**src/rtl/alu_cmd_driver.sv**
```systemverilog
// Command-side initiator for the sign-magnitude ALU: queues requests, drives one
// ALU transaction at a time and returns the sampled result with its tag.
module alu_cmd_driver #(
    parameter int DEPTH      = 4,
    parameter int RESULT_LAT = 4
) (
    input  logic       clk,
    input  logic       rst_n,
    input  logic       cmd_valid,
    output logic       cmd_ready,
    input  logic [1:0] cmd_mode,
    input  logic [2:0] cmd_op,
    input  logic [4:0] cmd_a,
    input  logic [4:0] cmd_b,
    input  logic [3:0] cmd_tag,
    output logic       alu_en,
    output logic       a_en,
    output logic       b_en,
    output logic [4:0] alu_a,
    output logic [4:0] alu_b,
    output logic [2:0] alu_a_op,
    output logic [1:0] alu_b_op,
    input  logic [5:0] alu_c,
    output logic       rsp_valid,
    input  logic       rsp_ready,
    output logic [5:0] rsp_c,
    output logic [3:0] rsp_tag,
    output logic       rsp_err,
    output logic       busy,
    output logic [7:0] txn_count
);

    localparam int AW      = (DEPTH > 1) ? $clog2(DEPTH) : 1;
    localparam int CW      = AW + 1;
    localparam int LW      = $clog2(RESULT_LAT) + 1;
    localparam int ENTRY_W = 19;

    typedef enum logic [2:0] {
        IDLE    = 3'd0,
        LAUNCH  = 3'd1,
        WAIT    = 3'd2,
        CAPTURE = 3'd3,
        RESP    = 3'd4
    } state_t;

    logic [ENTRY_W-1:0] mem_r [DEPTH];
    logic [AW-1:0]      wr_ptr_r, rd_ptr_r;
    logic [CW-1:0]      count_r, count_nxt_s;
    logic               full_r;
    logic               push_s, pop_s, empty_s;

    logic [1:0] head_mode_s;
    logic [2:0] head_op_s;
    logic [4:0] head_a_s, head_b_s;
    logic [3:0] head_tag_s;

    state_t     state_r, state_nxt_s;
    logic [LW-1:0] lat_cnt_r, lat_cnt_s;
    logic [3:0] cur_tag_r, cur_tag_s;
    logic       wait_done_s;

    logic       alu_en_s, a_en_s, b_en_s;
    logic [4:0] alu_a_s, alu_b_s;
    logic [2:0] alu_a_op_s;
    logic [1:0] alu_b_op_s;
    logic       rsp_valid_s, rsp_err_s;
    logic [5:0] rsp_c_s;
    logic [3:0] rsp_tag_s;
    logic [7:0] txn_count_s;

    // A full FIFO refuses the push even if the FSM pops on the same edge
    assign cmd_ready = !full_r;
    assign empty_s   = (count_r == {CW{1'b0}});
    assign push_s    = cmd_valid && !full_r;
    assign pop_s     = (state_r == IDLE) && !empty_s;
    assign {head_mode_s, head_op_s, head_a_s, head_b_s, head_tag_s} = mem_r[rd_ptr_r];
    assign wait_done_s = (state_r == WAIT) && (lat_cnt_r == LW'(RESULT_LAT - 1));

    // FIFO storage array; flushing is done through the pointers and count
    always_ff @(posedge clk) begin
        if (push_s) begin
            mem_r[wr_ptr_r] <= {cmd_mode, cmd_op, cmd_a, cmd_b, cmd_tag};
        end
    end

    // FIFO occupancy after this edge's push/pop
    always_comb begin
        count_nxt_s = count_r;
        case ({push_s, pop_s})
            2'b10:   count_nxt_s = count_r + CW'(1);
            2'b01:   count_nxt_s = count_r - CW'(1);
            default: count_nxt_s = count_r;
        endcase
    end

    // FIFO pointers, count and registered full flag
    always_ff @(posedge clk) begin
        if (!rst_n) begin
            wr_ptr_r <= {AW{1'b0}};
            rd_ptr_r <= {AW{1'b0}};
            count_r  <= {CW{1'b0}};
            full_r   <= 1'b0;
        end else begin
            if (push_s) wr_ptr_r <= wr_ptr_r + AW'(1);
            if (pop_s)  rd_ptr_r <= rd_ptr_r + AW'(1);
            count_r <= count_nxt_s;
            full_r  <= (count_nxt_s == CW'(DEPTH));
        end
    end

    // State register together with every registered output
    always_ff @(posedge clk) begin
        if (!rst_n) begin
            state_r   <= IDLE;
            lat_cnt_r <= {LW{1'b0}};
            cur_tag_r <= 4'd0;
            alu_en    <= 1'b0;
            a_en      <= 1'b0;
            b_en      <= 1'b0;
            alu_a     <= 5'd0;
            alu_b     <= 5'd0;
            alu_a_op  <= 3'd0;
            alu_b_op  <= 2'd0;
            rsp_valid <= 1'b0;
            rsp_c     <= 6'd0;
            rsp_tag   <= 4'd0;
            rsp_err   <= 1'b0;
            busy      <= 1'b0;
            txn_count <= 8'd0;
        end else begin
            state_r   <= state_nxt_s;
            lat_cnt_r <= lat_cnt_s;
            cur_tag_r <= cur_tag_s;
            alu_en    <= alu_en_s;
            a_en      <= a_en_s;
            b_en      <= b_en_s;
            alu_a     <= alu_a_s;
            alu_b     <= alu_b_s;
            alu_a_op  <= alu_a_op_s;
            alu_b_op  <= alu_b_op_s;
            rsp_valid <= rsp_valid_s;
            rsp_c     <= rsp_c_s;
            rsp_tag   <= rsp_tag_s;
            rsp_err   <= rsp_err_s;
            busy      <= (state_nxt_s != IDLE) || (count_nxt_s != {CW{1'b0}});
            txn_count <= txn_count_s;
        end
    end

    // Next-state logic
    always_comb begin
        state_nxt_s = state_r;
        case (state_r)
            IDLE: begin
                if (pop_s) begin
                    state_nxt_s = (head_mode_s == 2'b00) ? RESP : LAUNCH;
                end else begin
                    state_nxt_s = IDLE;
                end
            end
            LAUNCH:  state_nxt_s = WAIT;
            WAIT:    state_nxt_s = wait_done_s ? CAPTURE : WAIT;
            CAPTURE: state_nxt_s = rsp_ready ? IDLE : RESP;
            RESP:    state_nxt_s = rsp_ready ? IDLE : RESP;
            default: state_nxt_s = IDLE;
        endcase
    end

    // Output logic: next values of the ALU-side and response registers
    always_comb begin
        alu_en_s    = 1'b0;
        a_en_s      = a_en;
        b_en_s      = b_en;
        alu_a_s     = alu_a;
        alu_b_s     = alu_b;
        alu_a_op_s  = alu_a_op;
        alu_b_op_s  = alu_b_op;
        rsp_valid_s = rsp_valid;
        rsp_c_s     = rsp_c;
        rsp_tag_s   = rsp_tag;
        rsp_err_s   = rsp_err;
        txn_count_s = txn_count;
        cur_tag_s   = cur_tag_r;
        lat_cnt_s   = lat_cnt_r + LW'(1);
        case (state_r)
            IDLE: begin
                lat_cnt_s = {LW{1'b0}};
                if (pop_s && (head_mode_s == 2'b00)) begin
                    rsp_valid_s = 1'b1;
                    rsp_c_s     = 6'd0;
                    rsp_err_s   = 1'b1;
                    rsp_tag_s   = head_tag_s;
                end else if (pop_s) begin
                    // Counter starts at zero during the alu_en cycle
                    alu_en_s   = 1'b1;
                    alu_a_s    = head_a_s;
                    alu_b_s    = head_b_s;
                    cur_tag_s  = head_tag_s;
                    a_en_s     = (head_mode_s != 2'b10);
                    b_en_s     = (head_mode_s != 2'b01);
                    alu_a_op_s = (head_mode_s == 2'b01) ? head_op_s : 3'd0;
                    alu_b_op_s = (head_mode_s == 2'b01) ? 2'd0 : head_op_s[1:0];
                end else begin
                    alu_en_s = 1'b0;
                end
            end
            LAUNCH: begin
                alu_en_s = 1'b0;
            end
            WAIT: begin
                if (wait_done_s) begin
                    rsp_valid_s = 1'b1;
                    rsp_c_s     = alu_c;
                    rsp_err_s   = 1'b0;
                    rsp_tag_s   = cur_tag_r;
                    a_en_s      = 1'b0;
                    b_en_s      = 1'b0;
                    alu_a_s     = 5'd0;
                    alu_b_s     = 5'd0;
                    alu_a_op_s  = 3'd0;
                    alu_b_op_s  = 2'd0;
                    txn_count_s = txn_count + 8'd1;
                end else begin
                    rsp_valid_s = rsp_valid;
                end
            end
            CAPTURE, RESP: begin
                if (rsp_ready) begin
                    rsp_valid_s = 1'b0;
                end else begin
                    rsp_valid_s = 1'b1;
                end
            end
            default: begin
                rsp_valid_s = 1'b0;
            end
        endcase
    end

endmodule

```
**config.mk**
```make
export PLATFORM = sky130hd
export DESIGN_NAME = alu_cmd_driver
export DESIGN_NICKNAME = d
export VERILOG_FILES = /design/src/rtl/alu_cmd_driver.sv
export SDC_FILE = /design/constraint.sdc
export NUM_CORES = 1
export LEC_CHECK = 0
export BUFFER_PORTS_ARGS = -buffer_cell sky130_fd_sc_hd__clkbuf_2
export CORE_MARGIN = 8
export CORE_UTILIZATION = 45
export CTS_CLUSTER_SIZE = 28
export DETAILED_ROUTE_END_ITERATION = 16
export PLACE_DENSITY = 0.73
export SLEW_MARGIN = 20
export SYNTH_ARGS = -nofsm -noshare
export SYNTH_HDL_FRONTEND = slang
export SYNTH_SLANG_ARGS = --single-unit
```
**constraint.sdc**
```tcl
create_clock -name clk -period 3.4 [get_ports clk]
set_input_delay 0.17 -clock clk [delete_from_list [all_inputs] [get_ports clk]]
set_output_delay 0.17 -clock clk [all_outputs]
set_load 0.01 [all_outputs]
```
==> run_results.csv <==
group,metric,value,unit
outcome,status,"complete, no violations",
floorplanning,die_x,123,microns
synth,syn_inst,336,
critical_path,path_cells,"or3_1, nor2_2, ha_1, inv_1, fa_1, xor2_1, o21ai_0, nor4bb_1, o21bai_1",
global_routing,overflow,0,
synth,async_flop_share,0,%
power_and_ir_drop,pwr-share-comb,27.0,%
critical_path,cp_slowest_stage_delay,0.54,ns
placement,gp_congestion,0.846,
sta,fin_skew,0.0109,ns
final_layout,nFillCells,866,
synth,synth_flop_cell,"edfxtp_1",
placement,place_inst,538,
clocking,post_cts_resize_count,0,
power_and_ir_drop,power_density,871,nW/um^2
global_routing,grt_pass1_vias,3157,
clocking,holdBufCountCts,25,
synth,ys_seq_area_share,67.8,%
final_layout,utilization,57.6,%
clocking,cts.sinks,135,
clocking,postCtsSetupBuffers,0,
critical_path,worst_setup_path_start_kind,"flop",
hold_path,hp-start,"rsp_ready",
global_routing,grt_pass1_wl,15900,microns
critical_path,setup.worst_path.start,"state_r[0]$_SDFF_PN0_",
synth,yosysTopAreaCell,"edfxtp_1",
critical_path,r2r-end,"busy$_SDFF_PN0_",
final_layout,drive_gt1_share,28.5,%
power_and_ir_drop,switching_power,1680,uW
synth,synthDistinctLibCells,46,
final_layout,fin_cells,595,
critical_path,r2r-start,"state_r[0]$_SDFF_PN0_",
sta,max_freq,345,MHz
floorplanning,io_pins,69,
sta,fin_crit,2.90,ns
synth,synth_edf_count,76,
sta,slew_viol_final,0,
critical_path,critical_path.endpoint,"busy$_SDFF_PN0_",
synth,ys_top_cells_by_area,"edfxtp_1 (45%), dfxtp_1 (23%), mux4_2 (8.4%)",
floorplanning,num_rows,39,
floorplanning,die_y,123,microns
global_routing,antenna_found_initial,0,
clocking,clock_path_buffers,2,
critical_path,r2r_setup_slack,0.50,ns
critical_path,critPathKind,"reg2reg",
clocking,root_buffer,"clkbuf_16",
clocking,cts_tree,"yes",
final_layout,diodes,0,
critical_path,cp.arrival,3.17,ns
power_and_ir_drop,seqPwrFrac,40.2,%
power_and_ir_drop,p_int,3950,uW
sta,slew_headroom,48.8,%
floorplanning,start_util,45.5,%
power_and_ir_drop,clkPwrFrac,32.8,%
sta,worst_pin_slew,0.760,ns
routing,antenna_left,0,
sta,hold_viol_final,0,
sta,final.period_utilization,85.3,%
sta,rsz0062_at_grt,"no",
clocking,htreeDepth,4,
critical_path,setup.worst_path.end_class,"flop",
clocking,clk_latency,0.41,ns
sta,setup_violations,0,
routing,dr_total_vias,3161,
hold_path,hp-class,"in2reg",
final_layout,area_delta_synth_final,26.5,%
synth,syn-num-nets,374,
power_and_ir_drop,p_sw_share,29.8,%
critical_path,r2r_cells,9,
routing,drtIter0Drc,251,
final_layout,register_area,3460,sq um
final_layout,multi_input_area,1520,sq um
synth,syn-cell-area,5110,sq um
floorplanning,die-area,15000,sq um
routing,wl_per_cell,16.9,microns
critical_path,path_max_fanout,11,
floorplanning,core_region_area,11200,sq um
power_and_ir_drop,ir_drop,0.420,mV
global_routing,grt_start_max_net_pins,27,
final_layout,final_common_cell,"edfxtp_1",
routing,dr.pass1.iters,4,
routing,wl,10000,microns
clocking,cts_buffers,17,
global_routing,grt.total_usage,14.1,%
synth,synth_seq_cells,135,
synth,post_synth.cell_area_avg,15.2,sq um
routing,viasPerCell,5.31,
placement,io_buffers,68,
clocking,path_clk_slew,0.05,ns
sta,tns,0,ns
synth,ys.warnings.count,0,
critical_path,crit_slowest_cell,"or3_1",
critical_path,worstPathRequired,3.67,ns
routing,drc_errors,0,
power_and_ir_drop,p_leak,0.00250,uW
job,maxCapViolations,0,
synth,synth_top_area_share,44.7,%
final_layout,final_cell_mix,"edfxtp_1 (76), clkbuf_2 (68), dfxtp_1 (59)",
placement,hpwl,6750,microns
final_layout,nNetsFinal,477,
-- cell families after synthesis --
| family | count (synthesis) | share of synthesized area (%) |
|---|---|---|
| multiplexers | 27 | 9.95 |
| AO/OA/AOI/OAI | 55 | 8.04 |
| flip-flops | 135 | 67.8 |
| AND/OR/NAND/NOR | 71 | 7.50 |
| XOR/XNOR | 11 | 1.89 |
| adder cells (fa/ha/maj) | 9 | 2.35 |
| buffers and inverters | 28 | 2.47 |
-- worst min-delay path by stage --
stage,endpoint,cells past startpoint,slack [ns]
detailed placement,rsp_c[1]$_SDFFE_PN0P_,2,0.38
floorplan,mem_r[0][0]$_DFFE_PP_,0,0.27
global route,state_r[2]$_SDFF_PN0_,3,0.16
global placement,mem_r[2][0]$_DFFE_PP_,1,0.39
finish,state_r[2]$_SDFF_PN0_,3,0.16
CTS,state_r[2]$_SDFF_PN0_,3,0.14
-- registers in the layout, summed over array words and instances, names as in the netlist, 3 cells and up, named ones only --
signal	flops
alu_a	5
alu_a_op	3
alu_b	5
count_r	3
cur_tag_r	4
lat_cnt_r	3
mem_r	76
rsp_c	6
rsp_tag	4
state_r	3
txn_count	8
-- synth_stat cells (all sizes together) (2+ instances only) --
master and instances:
nor3b 3, buf 6, clkbuf 11, or3 5, nor3 5, edfxtp 76, nand3 3, nand2 8
inv 11, a32o 2, a22o 18, nor2 24, dfxtp 59, ha 8, a21oi 16, o211a 2
xnor2 4, and2 5, o21ai 9, nor4bb 2, mux2i 8, mux4 19, and3 5, nand4 6
xor2 7
-- cell type report --
cell class              instances  area share (%)
multi-input cells             173            23.5
well taps                     143            2.77
flip-flops and latches        135            53.6
clock inverters                 7            1.37
inverters                      11           0.639
repair buffers                101            10.1
clock buffers                  25            8.07
-- layer usage --
layer | global-route usage (%) | vias up | wire length, microns
met5 | 0 | - | 0
li1 | - | 1498 | -
met3 | 4.28 | 14 | 657
met1 | 16.6 | 1556 | 4400
met4 | 7.16 | 0 | 201
met2 | 23.0 | 93 | 4790
-- through the flow --
step                      hold WS, ns  total power [uW]  setup WS, ns  area, sq um
after global routing            0.163              5890         0.346         6460
after floorplan                 0.269              3350         0.736         5110
after global placement          0.385              3730         0.703         5600
after CTS                       0.139              5660         0.532         6460
after detailed placement        0.385              3780         0.555         5600
final                           0.157              5630         0.501         6460
-- power groups by stage --
stage / logic [uW] / registers (uW) / clock network (uW)
final: 1520 / 2260 / 1850
after global routing: 1650 / 2300 / 1940
after CTS: 1530 / 2260 / 1870
after detailed placement: 1490 / 2290 / 0
after global placement: 1450 / 2280 / 0
after floorplan: 1100 / 2260 / 0
-- critical path, delay by kind of cell, from the launching register on --
kind,cells,cell delay [ns]
AO/OA/AOI/OAI,2,0.32
buffers and inverters,1,0.06
XOR/XNOR,1,0.17
flip-flops,1,0.40
AND/OR/NAND/NOR,3,1.18
adder cells (fa/ha/maj),2,0.62
Power figures use the tool's default switching activity.
